**config.mk**
```make
export PLATFORM = sky130hd
export DESIGN_NAME = uart_tx_async_flat
export DESIGN_NICKNAME = d
export VERILOG_FILES = /design/src/rtl/uart_tx_async_if.sv /design/src/rtl/uart_tx_async.sv /design/src/flat_wrapper.sv
export SDC_FILE = /design/constraint.sdc
export NUM_CORES = 1
export LEC_CHECK = 0
export ABC_AREA = 1
export BUFFER_PORTS_ARGS = -buffer_cell sky130_fd_sc_hd__buf_2
export CAP_MARGIN = 20
export CORE_MARGIN = 10
export CORE_UTILIZATION = 35
export DETAILED_ROUTE_END_ITERATION = 8
export GPL_ROUTABILITY_DRIVEN = 0
export PLACE_DENSITY = 0.65
export SLEW_MARGIN = 10
export SYNTH_ARGS = -nofsm -noshare
export SYNTH_HDL_FRONTEND = slang
export SYNTH_SLANG_ARGS = --single-unit
```
**constraint.sdc**
```tcl
create_clock -name clk -period 3.7 [get_ports clk]
set_clock_uncertainty 0.05 [all_clocks]
set_input_delay 0.74 -clock clk [delete_from_list [all_inputs] [get_ports clk]]
set_output_delay 0.74 -clock clk [all_outputs]
set_load 0.01 [all_outputs]
```
**src/rtl/uart_tx_async_if.sv**
```systemverilog
// uart_tx_async_if
// Byte-side handshake between the byte source and the UART transmitter.
//   tx_data       byte to send (holding-register input or FIFO read data)
//   write_tx_data one-clk load strobe (holding-register mode)
//   fifo_empty    external FIFO empty (FIFO mode)
//   fifo_read_n   active-low one-clk FIFO pop from the transmitter
//   tx_ready      holding register empty
//   tx_busy       frame in progress
//   tx_done       one-clk pulse at the end of the stop bit
// master = byte source side, slave = transmitter side.
interface uart_tx_async_if;
    logic [7:0] tx_data;
    logic       write_tx_data;
    logic       fifo_empty;
    logic       fifo_read_n;
    logic       tx_ready;
    logic       tx_busy;
    logic       tx_done;

    modport master (
        output tx_data, write_tx_data, fifo_empty,
        input  fifo_read_n, tx_ready, tx_busy, tx_done
    );

    modport slave (
        input  tx_data, write_tx_data, fifo_empty,
        output fifo_read_n, tx_ready, tx_busy, tx_done
    );
endinterface

```
**src/rtl/uart_tx_async.sv**
```systemverilog
// uart_tx_async
// Serial transmitter: start bit, 7/8 data bits LSB first, optional parity,
// one stop bit. Bit timing is 16 baud_clock enables per bit.
//   TX_FIFO       0 = bytes from write_tx_data strobe, 1 = pulled from FIFO
//   clk, reset_n  system clock, asynchronous active-low reset
//   baud_clock_i  one-clk enable at 16x bit rate
//   bit8_i        1 = 8 data bits, 0 = 7 data bits
//   parity_en_i   1 = append parity bit
//   odd_n_even_i  1 = odd parity, 0 = even parity
//   bus           byte handshake (slave side)
//   tx_o          serial output, idle high
module uart_tx_async #(
    parameter bit TX_FIFO = 1'b0
) (
    input  logic         clk,
    input  logic         reset_n,
    input  logic         baud_clock_i,
    input  logic         bit8_i,
    input  logic         parity_en_i,
    input  logic         odd_n_even_i,
    uart_tx_async_if.slave bus,
    output logic         tx_o
);

    typedef enum logic [2:0] {
        S_IDLE   = 3'd0,
        S_START  = 3'd1,
        S_DATA   = 3'd2,
        S_PARITY = 3'd3,
        S_STOP   = 3'd4
    } state_t;

    state_t     state_q;
    logic [7:0] hold_q;
    logic       hold_full_q;
    logic [7:0] shift_q;
    logic [3:0] bit_cnt_q;
    logic [3:0] sub_cnt_q;
    logic       par_q;
    logic       bit8_q;
    logic       par_en_q;
    logic       odd_q;
    logic       tx_q;
    logic       done_q;
    logic       rd_q;   // pop strobe is on fifo_read_n this clk
    logic       cap_q;  // popped byte is on tx_data this clk

    logic       sub_last;
    logic       load;
    logic [3:0] last_bit;

    assign sub_last = (sub_cnt_q == 4'hF);
    assign last_bit = bit8_q ? 4'd7 : 4'd6;
    // Shift stage takes the held byte from IDLE or straight out of the
    // final stop-bit tick, so consecutive frames have no gap.
    assign load = baud_clock_i && hold_full_q &&
                  ((state_q == S_IDLE) || ((state_q == S_STOP) && sub_last));

    // Holding register. A transfer into the shift stage always wins over a
    // same-clk write, which is ignored because tx_ready was low.
    always_ff @(posedge clk or negedge reset_n) begin
        if (!reset_n) begin
            hold_q      <= 8'h00;
            hold_full_q <= 1'b0;
            rd_q        <= 1'b0;
            cap_q       <= 1'b0;
        end else begin
            rd_q  <= 1'b0;
            cap_q <= rd_q;
            if (TX_FIFO) begin
                if (cap_q) begin
                    hold_q      <= bus.tx_data;
                    hold_full_q <= 1'b1;
                end else if (load) begin
                    hold_full_q <= 1'b0;
                end
                // One pop at a time: wait until the previous byte landed.
                if (!hold_full_q && !bus.fifo_empty && !rd_q && !cap_q)
                    rd_q <= 1'b1;
            end else begin
                if (load) begin
                    hold_full_q <= 1'b0;
                end else if (bus.write_tx_data && !hold_full_q) begin
                    hold_q      <= bus.tx_data;
                    hold_full_q <= 1'b1;
                end
            end
        end
    end

    // Frame state machine; tx is registered and set for the state entered.
    always_ff @(posedge clk or negedge reset_n) begin
        if (!reset_n) begin
            state_q   <= S_IDLE;
            shift_q   <= 8'h00;
            bit_cnt_q <= 4'd0;
            sub_cnt_q <= 4'd0;
            par_q     <= 1'b0;
            bit8_q    <= 1'b0;
            par_en_q  <= 1'b0;
            odd_q     <= 1'b0;
            tx_q      <= 1'b1;
            done_q    <= 1'b0;
        end else begin
            done_q <= 1'b0;
            if (baud_clock_i) begin
                if (state_q != S_IDLE)
                    sub_cnt_q <= sub_cnt_q + 4'd1;
                case (state_q)
                    S_IDLE: begin
                        tx_q <= 1'b1;
                    end
                    S_START: begin
                        if (sub_last) begin
                            state_q <= S_DATA;
                            tx_q    <= shift_q[0];
                        end
                    end
                    S_DATA: begin
                        if (sub_last) begin
                            par_q     <= par_q ^ shift_q[0];
                            shift_q   <= shift_q >> 1;
                            bit_cnt_q <= bit_cnt_q + 4'd1;
                            if (bit_cnt_q == last_bit) begin
                                if (par_en_q) begin
                                    state_q <= S_PARITY;
                                    tx_q    <= par_q ^ shift_q[0] ^ odd_q;
                                end else begin
                                    state_q <= S_STOP;
                                    tx_q    <= 1'b1;
                                end
                            end else begin
                                tx_q <= shift_q[1];
                            end
                        end
                    end
                    S_PARITY: begin
                        if (sub_last) begin
                            state_q <= S_STOP;
                            tx_q    <= 1'b1;
                        end
                    end
                    S_STOP: begin
                        if (sub_last) begin
                            done_q  <= 1'b1;
                            state_q <= S_IDLE;
                            tx_q    <= 1'b1;
                        end
                    end
                    default: begin
                        state_q   <= S_IDLE;
                        sub_cnt_q <= 4'd0;
                        tx_q      <= 1'b1;
                    end
                endcase
                // Overrides the IDLE/STOP outcome above when a byte is waiting.
                if (load) begin
                    shift_q   <= hold_q;
                    bit8_q    <= bit8_i;
                    par_en_q  <= parity_en_i;
                    odd_q     <= odd_n_even_i;
                    sub_cnt_q <= 4'd0;
                    bit_cnt_q <= 4'd0;
                    par_q     <= 1'b0;
                    state_q   <= S_START;
                    tx_q      <= 1'b0;
                end
            end
        end
    end

    assign tx_o            = tx_q;
    assign bus.tx_ready    = ~hold_full_q;
    assign bus.tx_busy     = (state_q != S_IDLE);
    assign bus.tx_done     = done_q;
    assign bus.fifo_read_n = ~rd_q;

endmodule

```
**src/flat_wrapper.sv**
```systemverilog
// flat-port wrapper written by rule: the top's interface ports become plain ports
module uart_tx_async_flat 
#(
    parameter bit TX_FIFO = 1'b0
)
  (clk, reset_n, baud_clock_i, bit8_i, parity_en_i, odd_n_even_i, tx_o, bus_tx_data, bus_write_tx_data, bus_fifo_empty, bus_fifo_read_n, bus_tx_ready, bus_tx_busy, bus_tx_done);
  uart_tx_async_if bus_i ();
  input  logic clk;
  input  logic reset_n;
  input  logic baud_clock_i;
  input  logic bit8_i;
  input  logic parity_en_i;
  input  logic odd_n_even_i;
  output logic tx_o;
  input wire logic [$bits(bus_i.tx_data)-1:0] bus_tx_data;
  input wire logic [$bits(bus_i.write_tx_data)-1:0] bus_write_tx_data;
  input wire logic [$bits(bus_i.fifo_empty)-1:0] bus_fifo_empty;
  output wire logic [$bits(bus_i.fifo_read_n)-1:0] bus_fifo_read_n;
  output wire logic [$bits(bus_i.tx_ready)-1:0] bus_tx_ready;
  output wire logic [$bits(bus_i.tx_busy)-1:0] bus_tx_busy;
  output wire logic [$bits(bus_i.tx_done)-1:0] bus_tx_done;
  assign bus_i.tx_data = bus_tx_data;
  assign bus_i.write_tx_data = bus_write_tx_data;
  assign bus_i.fifo_empty = bus_fifo_empty;
  assign bus_fifo_read_n = bus_i.fifo_read_n;
  assign bus_tx_ready = bus_i.tx_ready;
  assign bus_tx_busy = bus_i.tx_busy;
  assign bus_tx_done = bus_i.tx_done;
  uart_tx_async #(.TX_FIFO(TX_FIFO)) u_core (.clk(clk), .reset_n(reset_n), .baud_clock_i(baud_clock_i), .bit8_i(bit8_i), .parity_en_i(parity_en_i), .odd_n_even_i(odd_n_even_i), .bus(bus_i), .tx_o(tx_o));
endmodule
```
# Yosys cells after proc, flatten, opt, wreduce, memory -nomap -nowiden
# Cells that the tools add are included.
[word_totals] inputBits=16 ff_bits=34 out_inout_bits=5 wordCells=84
[classes] addsub=2 eq_ne=14 muxes=33 reduce_logical=19 bitwise=4
[ops] op="4-bit two-way mux" count=6
[ops] op="8-bit two-way mux" count=3
[ops] op="3-bit two-way mux" count=7
[ops] op="3-bit by 1-bit inequality test with 1-bit output, second input constant" count=7
[ops] op="1-bit two-way mux" count=15
[ops] op="3-bit one-hot mux with 5 select lines" count=1
[ops] op="4-bit by 1-bit adder with 4-bit output, second input constant" count=2
[ops] op="7-bit AND reduction" count=1
[ops] op="3-bit by 2-bit == test with 1-bit output, second input constant" count=2
[ops] op="2-bit AND reduction" count=3
[ops] op="2-bit nonzero test" count=3
[ops] op="5-bit OR reduction" count=1
[ops] op="4-bit == test" count=1
[ops] op="4-bit == test, second input constant" count=1
[ops] op="1-bit logical AND" count=4
[ops] op="4-bit AND reduction" count=1
[ops] op="3-bit by 1-bit == test with 1-bit output, second input constant" count=1
[ops] op="3-bit == test, second input constant" count=1
[ops] op="3-bit logical NOT" count=1
[ops] op="1-bit one-hot mux with 3 select lines" count=1
[ops] op="3-bit AND reduction" count=1
[ops] op="3-bit nonzero test" count=1
[ops] op="2-bit by 1-bit inequality test with 1-bit output, second input constant" count=1
[ops] op="1-bit NOT" count=2
[ops] op="other kinds (4)" count=5

# Depth between registers and ports, before layout
# Gate-level depths: netlist of run 1.
[logic_depth] ltp_word=7 mapped_depth=10 ltp_nobuf=10

# Worst setup path before layout of run 1
# No wires, ideal clock.
[synth_path] path_type="input-to-reg" start="input baud_clock_i" end="register u_core.shift_q[1]" n_path_buf=0 path_slack_ps=2172 setup_ps=137 required_time_ps=3513 stages=7 arrival_ps=1341 cell_sequence="nand2_1 > nor2_2 > nand2_4 > nand2_4 > inv_4 > nand2_1 > o221ai_1"
[synth_between] elab_chain_cells=4 elab_cells_between_ends=6 classes_between="mux: 1; reduce/logical: 5"
[synth_rtl] element="from (decl)" line="flat_wrapper.sv:10" rtl="input logic baud_clock_i;"
[synth_rtl] element="1-bit logical AND (2 in series)" line="uart_tx_async.sv:56" rtl="assign load = baud_clock_i && hold_full_q &&"
[synth_rtl] element="2-bit nonzero test (no source line)"
[synth_rtl] element="3-bit AND reduction (no source line)"
[synth_rtl] element="to (signal assigned)" line="uart_tx_async.sv:122" rtl="shift_q <= shift_q >> 1;"
[synth_rtl] element="to (signal assigned)" line="uart_tx_async.sv:158" rtl="shift_q <= hold_q;"
[synth_rtl] element="to (decl)" line="uart_tx_async.sv:36" rtl="logic [7:0] shift_q;"
# Parallel ways exist; a longest one is shown, timed or not.
# A chain may end at the register's enable or synchronous reset.

# Worst setup path after layout of run 1
[layout_path] start="register u_core.state_q[2]" end="output bus_tx_busy"
[layout_between] elab_chain_cells=1
[layout_rtl] element="from (decl)" line="uart_tx_async.sv:33" rtl="state_t state_q;"
[layout_rtl] element="from (signal assigned)" line="uart_tx_async.sv:94" rtl="state_q <= S_IDLE;"
[layout_rtl] element="from (signal assigned)" line="uart_tx_async.sv:115" rtl="state_q <= S_DATA;"
[layout_rtl] element="from (signal assigned)" line="uart_tx_async.sv:126" rtl="state_q <= S_PARITY;"
[layout_rtl] element="3-bit nonzero test" line="uart_tx_async.sv:174" rtl="assign bus.tx_busy = (state_q != S_IDLE);"
[layout_rtl] element="to (decl)" line="flat_wrapper.sv:20" rtl="output wire logic [$bits(bus_i.tx_busy)-1:0] bus_tx_busy;"
# Every way passes these cells.

==> run metrics, run 1 <==
status=finished, final reports clean; PwrDens=754 nW/µm²; number of max-cap violations=0; initial antenna violation count=0; Final #Nets=237; grt ovf=0; CP required=2.91 ns; Leakage=1.00 nW; Reg-to-Reg Start=u_core.sub_cnt_q[0]; routing usage on met3=2.99%; # setup viols final=0; cells after synthesis=199; library cells used by synthesis=31; final instance area=1980 µm²; crit path to=bus_tx_busy; Worst Hold Launch=u_core.hold_q[5]; input/output buffers=18; number of detailed-route iterations in the first pass=4; Post-synth EDFFs=0; Max stage delay on crit path=0.54 ns; H-tree depth=2; synthesized area=1740 µm²; max-slew violations=0; slew of the pin with the lowest slew margin=0.768 ns; Rel. slew slack=48.8%; Final min period=1.96 ns; Routed WL per cell=11.5 µm; Synth Area per Inst=8.74 µm²; Antenna Cells=0; CP Cell Sequence=inv_1 -> nand2_1 -> buf_2; area leader, netlist=dfrtp_1; CTS tree=done; crit path max fanout=9; Max Fclk=0.511 GHz; syn_nets=217; CP Capture Type=output pin; clk buf depth=2; count leader, synth=nand2_1; area delta synth->final=13.8%; detailed-route wire length=3.28 mm; post-DP HPWL=2.39 mm; Vias=1297; RSZ-0062 raised after global routing=no; drt drc=0; M1 GR Usage=10.8%; VDD IR max=0.000357 V; Ys Warns=0; cts bufs inserted=5; Setup Crit Path Kind=reg -> out; dpl cell area=1870 µm²; GRT busiest layer=met2; Core Region=4750 µm²; grt met2 use=14.2%; die area=8190 µm²; flop-to-flop setup slack=2.09 ns; Fin Setup TNS=0 ns; largest cells by area after synthesis=dfrtp_1 47%, nand2_1 13%, inv_1 4.7%; insertion delay of the later-clocked pin in the worst-skew pair=0.28 ns; Main synth FF type=dfrtp_1; post-CTS setup buffers=0; share of layout cells above drive strength 1=21.9%; hold_ws=0.435 ns; Ports=21; die height=90.5 µm; via/cell ratio=4.53; Core Rows=25; post_cts resized=0; first-pass GRT wire length=6.13 mm; Clock Tree Root=clkbuf_8; DRT antenna net count=0; HP Class=reg -> reg; final-report hold violation count=0; Synth top cells by count=59 x nand2_1, 33 x dfrtp_1, 22 x inv_1; largest net degree at the start of global routing=35; R2R cell count=6; Slowest cell on crit path=dfrtp_1; hold_buf cts=0; worst r2r dst=u_core.bit_cnt_q[3]; total track usage=8.86%; die width=90.5 µm; final worst-path cycle share=52.9%; number of clock sinks=34; asr flop ratio synth=100%; vias in the first global route=1375; clock transition at the registers of the reported paths=0.07 ns; Initial Util=36.6%; Startpoint Class=register; Worst Setup SP=u_core.state_q[2]; FF+latch count, synth=34; Yosys top cell area share=47.5%; FILL cells=487; Initial DRC Count=56; post-synthesis sequential area ratio=49.0%; CP arrival=1.17 ns
-- cells by family (layout without fill, tap and decap cells) --
logic type	count (synthesis)	count (layout)	share of synthesized area, %
compound gates	25	25	9.71
xor+xnor	3	3	1.51
fa+ha+maj	2	2	1.44
buf+inv	31	51	8.56
flops	34	34	49.0
mux	6	6	3.88
other cells	1	1	0.216
simple gates	97	97	25.7
-- layout by cell type (no fill, tap or decap), drive strengths merged --
cell type,count
o21bai,1
conb,1
o31ai,2
clkbuf,6
o221ai,7
xor2,1
buf,18
nor2,18
dfstp,1
nor4,1
dfrtp,33
a21oi,4
bufinv,1
ha,2
o21ai,7
xnor2,2
inv,26
nand2,64
o22ai,3
nand3,14
a31oi,1
mux2,6
-- worst max-delay path: cells and delay by family (launching register included) --
family	cells	cell delay, ns
flops	1	0.54
buf+inv	2	0.25
simple gates	1	0.08
-- where the power goes --
part           internal, mW  switching (mW)
sequential            0.520          0.0958
combinational         0.207           0.322
clock                 0.215           0.132
total                 0.943           0.549
-- state kept, by name, summed over array words and instances (netlist names) --
name and count:
u_core.hold_q 8, u_core.shift_q 8, u_core.bit_cnt_q 4, u_core.sub_cnt_q 4
u_core.state_q 3, u_core.bit8_q 1, u_core.bus.tx_done 1, u_core.hold_full_q 1
u_core.odd_q 1, u_core.par_en_q 1, u_core.par_q 1, u_core.tx_o 1
-- layout make-up --
class,instances,area (µm²),share of cell area [%]
clock inverter,1,30.0,1.52
clock buffer,6,82.6,4.17
tap,67,83.8,4.24
multi-input combinational,134,738,37.3
inverter,26,103,5.18
timing repair buffer,18,90.1,4.55
sequential,34,852,43.0
-- per-stage QoR --
stage	setup slack [ns]	total power [mW]	instances	utilization (%)
after global routing	1.66	1.64	286	41.6
after floorplan	2.17	1.04	199	-
after global placement	1.92	1.15	279	39.3
final	1.74	1.49	286	41.6
after detailed placement	1.89	1.16	279	39.3
after CTS	1.73	1.52	286	41.6
-- worst min path at each step --
stage	endpoint	cells past startpoint
3_3_place_gp	u_core.shift_q[5]	2
3_5_place_dp	u_core.shift_q[5]	2
6_report	u_core.shift_q[5]	2
5_1_grt	u_core.shift_q[6]	2
2_1_floorplan	u_core.bit8_q	0
4_1_cts	u_core.shift_q[5]	2
-- routing by layer --
layer / vias up / part of all wire (%)
met5: - / 0
met4: 0 / 1.1
met3: 4 / 4.5
met2: 25 / 45
met1: 586 / 50
li1: 682 / -
(Power assumes the default switching activity.)
==> inputs of run 2 (changes only) <==
==> constraint.sdc (replaced) <==
create_clock -name clk -period 1.9 [get_ports clk]
set_clock_uncertainty 0.05 [all_clocks]
set_input_delay 0.38 -clock clk [delete_from_list [all_inputs] [get_ports clk]]
set_output_delay 0.38 -clock clk [all_outputs]
set_load 0.01 [all_outputs]
==> run 2 against run 1 <==
- global-route usage up 0.092 points
- largest cell class unchanged
- highest routed layer unchanged
- largest power group unchanged
- die area unchanged
- power up 83%
- routed wire length up 0.21%
- hold slack worse by 0.37 ns
- critical endpoint is now u_core.shift_q[1]
==> run metrics, run 2 (synthesis gave the netlist of run 1 again) <==
CP arrival=1.70 ns (was 1.17 ns); post-CTS setup buffers=0 (unchanged); final-report hold violation count=0 (unchanged); Ports=21 (unchanged); number of max-cap violations=0 (unchanged); H-tree depth=2 (unchanged); most frequent cells in the layout=59 x nand2_1, 33 x dfrtp_1, 22 x inv_1 (unchanged); R2R cell count=8 (was 6); Clock Tree Root=clkbuf_8 (unchanged); worst r2r dst=u_core.shift_q[1] (was u_core.bit_cnt_q[3]); Routed WL per cell=11.4 µm (was 11.5 µm); clock network fraction of total power=18.5% (was 23.3%); HP Class=in -> async (was reg -> reg); status=finished, final reports clean (unchanged); Final #Nets=238 (was 237); max-slew violations=0 (unchanged); number of clock sinks=34 (unchanged); Initial DRC Count=56 (unchanged); Internal=1.66 mW (was 0.943 mW); die area=8190 µm² (unchanged); DRT antenna net count=0 (unchanged); clk buf depth=2 (unchanged); via/cell ratio=4.54 (was 4.53); most common cell after layout, fill and taps aside=nand2_1 (unchanged); input/output buffers=18 (unchanged); Fin Setup TNS=0 ns (unchanged); insertion delay of the later-clocked pin in the worst-skew pair=0.29 ns (was 0.28 ns); final setup margin=0.306 ns (was 1.74 ns); die height=90.5 µm (unchanged); post-DP HPWL=2.41 mm (was 2.39 mm); RSZ-0062 raised after global routing=no (unchanged); largest net degree at the start of global routing=35 (unchanged); Initial Util=36.6% (unchanged); Switching Share=39.2% (was 36.8%); crit path max fanout=12 (was 9); Sequential Power Share=43.7% (was 41.3%); drt drc=0 (unchanged); post_cts resized=0 (unchanged); PwrDens=1400 nW/µm² (was 754 nW/µm²); total track usage=8.96% (was 8.86%); hold_ws=0.0640 ns (was 0.435 ns); CTS tree=done (unchanged); grt ovf=0 (unchanged); CP Capture Type=register (was output pin); initial antenna violation count=0 (unchanged); flop-to-flop setup slack=0.31 ns (was 2.09 ns); number of detailed-route iterations in the first pass=4 (unchanged); Antenna Cells=0 (unchanged); Reg-to-Reg Start=u_core.sub_cnt_q[0] (unchanged); hold_buf cts=0 (unchanged); non-filler cells, final=287 (was 286); share of layout cells above drive strength 1=22.3% (was 21.9%); detailed-route wire length=3.28 mm (about the same); logic gate share of total power=37.8% (was 35.4%); # setup viols final=0 (unchanged); Core Region=4750 µm² (unchanged); die width=90.5 µm (unchanged); Final min period=1.59 ns; first-pass GRT wire length=6.09 mm (was 6.13 mm); area delta synth->final=12.3% (was 13.8%); final instance area=1950 µm² (was 1980 µm²); vias in the first global route=1351 (was 1375); Startpoint Class=register (unchanged); pre-CTS setup slack=0.296 ns (was 1.89 ns); largest registers=u_core.hold_q: 8 flops, u_core.shift_q: 8 flops (unchanged); Core Rows=25 (unchanged); cts bufs inserted=5 (unchanged); VDD IR max=0.000561 V (was 0.000357 V); Leakage=0.991 nW (was 1.00 nW); Vias=1304 (was 1297); Sw Pwr=1.07 mW (was 0.549 mW); FILL cells=510 (was 487); total power=2.74 mW (was 1.49 mW); Setup Crit Path Kind=reg -> reg (was reg -> out); Max Fclk=0.627 GHz; clock transition at the registers of the reported paths=0.07 ns (about the same); dpl cell area=1870 µm² (about the same); CP required=2.00 ns (was 2.91 ns); dpl cells=280 (was 279); final worst-path cycle share=83.9%; utilization after layout=41.1% (was 41.6%)
==> run 2: routing by layer <==
layer / wire length (µm) / track usage (%) / vias up
li1: - / - / 682
met1: 1600 / 11.1 / 595
met2: 1460 / 13.1 / 21
met3: 174 / 4.32 / 6
met4: 52 / 3.18 / 0
met5: 0 / 0 / -
==> run 2: worst max-delay path: stages (launching register included) <==
cell and delay [ns]:
dfrtp_1 0.38, ha_1 0.25, nand3_4 0.14, nor2_4 0.15, nand2_4 0.12, nand2_4 0.15, inv_4 0.06, nand2_1 0.06
o221ai_1 0.10
==> run 2: power by group through the flow <==
stage	clock (mW)	sequential (mW)	combinational, mW
global placement	0	1.21	1.02
CTS	0.532	1.20	1.06
detailed placement	0	1.21	1.05
floorplan	0	1.16	0.877
global route	0.563	1.24	1.23
finish	0.507	1.19	1.03
==> run 2: how the worst max path moves through the flow <==
stage / from / cells past startpoint / endpoint / slack [ns]
3_5_place_dp: u_core.sub_cnt_q[0] / 8 / u_core.shift_q[1] / 0.30
5_1_grt: u_core.sub_cnt_q[0] / 8 / u_core.shift_q[1] / 0.15
2_1_floorplan: u_core.sub_cnt_q[0] / 8 / u_core.shift_q[3] / 0.42
6_report: u_core.sub_cnt_q[0] / 8 / u_core.shift_q[1] / 0.31
3_3_place_gp: u_core.sub_cnt_q[0] / 8 / u_core.shift_q[1] / 0.34
4_1_cts: u_core.sub_cnt_q[0] / 8 / u_core.shift_q[1] / 0.29
==> run 2: area by class of cell <==
type	instances	area [µm²]	area share (%)
Sequential cell	34	852	43.6
Multi-Input combinational cell	134	738	37.8
Inverter	26	103	5.25
Timing Repair Buffer	19	97.6	5.00
Tap cell	67	83.8	4.29
Clock buffer	5	68.8	3.52
Clock inverter	2	10.0	0.512
==> inputs of run 3 (changes only) <==
--- a/config.mk
+++ b/config.mk
@@ -12,7 +12,7 @@
 export CORE_UTILIZATION = 35
 export DETAILED_ROUTE_END_ITERATION = 8
 export GPL_ROUTABILITY_DRIVEN = 0
-export PLACE_DENSITY = 0.65
+export PLACE_DENSITY = 0.66
 export SLEW_MARGIN = 10
 export SYNTH_ARGS = -nofsm -noshare
 export SYNTH_HDL_FRONTEND = slang
==> constraint.sdc (replaced) <==
create_clock -name clk -period 1.45 [get_ports clk]
set_clock_uncertainty 0.05 [all_clocks]
set_input_delay 0.29 -clock clk [delete_from_list [all_inputs] [get_ports clk]]
set_output_delay 0.29 -clock clk [all_outputs]
set_load 0.01 [all_outputs]
==> run 3 against run 2 <==
- the flow now finishes with violations (setup timing)
- largest power group is now combinational logic
- fmax grew 8.8%
- non-clock buffer count rose by 15
- global-route usage grew 0.21 points
- register-to-register slack got worse by 0.32 ns
- die area did not move
- sequential share of layout area fell by 5.9 points
- worst setup slack worse by 0.32 ns
- cell count increased by 5.6%
==> run metrics, run 3 (synthesis gave the netlist of run 1 again) <==
status=complete, but fails checks (was finished, final reports clean); failing checks=setup timing; post-DP HPWL=2.52 mm (was 2.41 mm); Initial DRC Count=83 (was 56); die area=8190 µm² (unchanged); FILL cells=455 (was 510); crit path max fanout=8 (was 12); largest net degree at the start of global routing=35 (unchanged); H-tree depth=2 (unchanged); number of clock sinks=34 (unchanged); utilization after layout=47.8% (was 41.1%); VDD IR max=0.000839 V (was 0.000561 V); dpl cell area=1970 µm² (was 1870 µm²); drt drc=0 (unchanged); cts bufs inserted=5 (unchanged); hold_ws=0.161 ns (was 0.0640 ns); Final #Nets=253 (was 238); Ports=21 (unchanged); number of max-cap violations=0 (unchanged); Core Region=4750 µm² (unchanged); DRT antenna net count=0 (unchanged); dpl cells=292 (was 280); CP Cell Sequence=ha_4 -> nand3_4 -> nor2_4 -> nand2_4 -> nand2_8 -> inv_8 -> nand2_2 -> o221ai_2 (was ha_1 -> nand3_4 -> nor2_4 -> nand2_4 -> nand2_4 -> inv_4 -> nand2_1 -> o221ai_1); final setup margin=-0.0145 ns (was 0.306 ns); Routed WL per cell=12.1 µm (was 11.4 µm); Antenna Cells=0 (unchanged); CTS tree=done (unchanged); share of layout cells above drive strength 1=36.4% (was 22.3%); Core Rows=25 (unchanged); Initial Util=36.6% (unchanged); Vias=1420 (was 1304); input/output buffers=18 (unchanged); CP arrival=1.59 ns (was 1.70 ns); CP Capture Type=register (unchanged); total track usage=9.17% (was 8.96%); CP top delay family=simple AND/OR/NAND/NOR gates (unchanged); CP required=1.57 ns (was 2.00 ns); grt ovf=0 (unchanged); most common cell after layout, fill and taps aside=nand2_1 (unchanged); Leakage=1.11 nW (was 0.991 nW); die height=90.5 µm (unchanged); die width=90.5 µm (unchanged); pre-CTS setup slack=-0.0297 ns (was 0.296 ns); register area=856 µm² (was 852 µm²); area delta synth->final=30.6% (was 12.3%); non-filler cells, final=303 (was 287); HP Class=in -> reg (was in -> async); Max Fclk=0.683 GHz (was 0.627 GHz); most frequent cells in the layout=52 x nand2_1, 30 x dfrtp_1, 22 x inv_1 (was 59 x nand2_1, 33 x dfrtp_1, 22 x inv_1); vias in the first global route=1454 (was 1351); number of detailed-route iterations in the first pass=4 (unchanged); # setup viols final=3 (was 0); Max stage delay on crit path=0.40 ns (was 0.38 ns); PwrDens=1980 nW/µm² (was 1400 nW/µm²); largest registers=u_core.hold_q: 8 flops, u_core.shift_q: 8 flops (unchanged); Final min period=1.46 ns (was 1.59 ns); Startpoint Class=register (unchanged); CP bufs+invs=1 (unchanged); initial antenna violation count=0 (unchanged); Multi-input gate area=858 µm² (was 738 µm²); insertion delay of the later-clocked pin in the worst-skew pair=0.29 ns (about the same); max-slew violations=0 (unchanged); clk buf depth=2 (unchanged); RSZ-0062 raised after global routing=yes (was no); Setup Crit Path Kind=reg -> reg (unchanged); first-pass GRT wire length=6.24 mm (was 6.09 mm); Clock Tree Root=clkbuf_8 (unchanged); final-report hold violation count=0 (unchanged); via/cell ratio=4.69 (was 4.54); detailed-route wire length=3.65 mm (was 3.28 mm); final instance area=2270 µm² (was 1950 µm²); clock transition at the registers of the reported paths=0.07 ns (about the same); final worst-path cycle share=101% (was 83.9%); Slowest cell on crit path=dfrtp_1 (unchanged)
run 3: cell types whose count changed in the layout (fill, tap and decap cells not counted), sizes merged:
cell         before  now
clkinv            2    0
bufinv            0    2
clkbuf            5    6
buf              19   33
dlygate4sd3       0    1
run 3: layout make-up:
type                            count  share of cell area, %
Clock buffer                        6                   3.64
Clock inverter                      2                   2.64
Inverter                           26                   4.85
Multi-Input combinational cell    134                   37.8
Sequential cell                    34                   37.7
Tap cell                           67                   3.69
Timing Repair Buffer               34                   9.70
run 3: report_power, final:
part           leakage, nW  internal [mW]  switching [mW]
logic                0.614          0.791            1.05
registers            0.421           1.33           0.241
clock network       0.0714          0.733           0.353
run 3: per-layer routing:
layer | GRT usage, % | wire [µm] | share of wire [%]
met2 | 14.8 | 1820 | 50
met4 | 4.64 | 61 | 1.7
met3 | 3.57 | 192 | 5.3
met1 | 10.2 | 1580 | 43
met5 | 0 | 0 | 0
run 3: what timing repair did:
item                                   in CTS  in global routing
hold buffers                                1                  0
endpoints found under the hold margin      33                  0
setup endpoints to repair                   6                 20
gates resized for setup                     5                 29
pin swaps                                   1                 10
setup buffers                               0                  2
run 3: final timing paths:
check | startpoint | to | slack [ns] | cells after the start
setup / recovery | u_core.sub_cnt_q[1] | u_core.shift_q[1] | -0.01 | 8
hold / removal | parity_en_i | u_core.par_en_q | 0.16 | 3
setup reg to reg | u_core.sub_cnt_q[1] | u_core.shift_q[1] | -0.01 | 8
hold reg to reg | u_core.hold_q[4] | u_core.shift_q[4] | 0.43 | 2
max in group asynchronous | reset_n | u_core.tx_o | 0.52 | 3
min in group asynchronous | reset_n | u_core.state_q[2] | 0.50 | 3
run 3: worst register-to-register path: stages (launching register included):
cell and delay, ns:
dfrtp_1 0.40, ha_4 0.18, nand3_4 0.15, nor2_4 0.17, nand2_4 0.09, nand2_8 0.13, inv_8 0.05, nand2_2 0.05
o221ai_2 0.07
run 3: per-stage QoR:
| stage | TNS [ns] | total power [mW] |
|---|---|---|
| final | -0.0208 | 4.50 |
| after global routing | -1.19 | 4.86 |
| after CTS | -0.00456 | 4.26 |
| after floorplan | 0 | 2.67 |
| after global placement | -0.00434 | 3.07 |
| after detailed placement | -0.0638 | 3.12 |
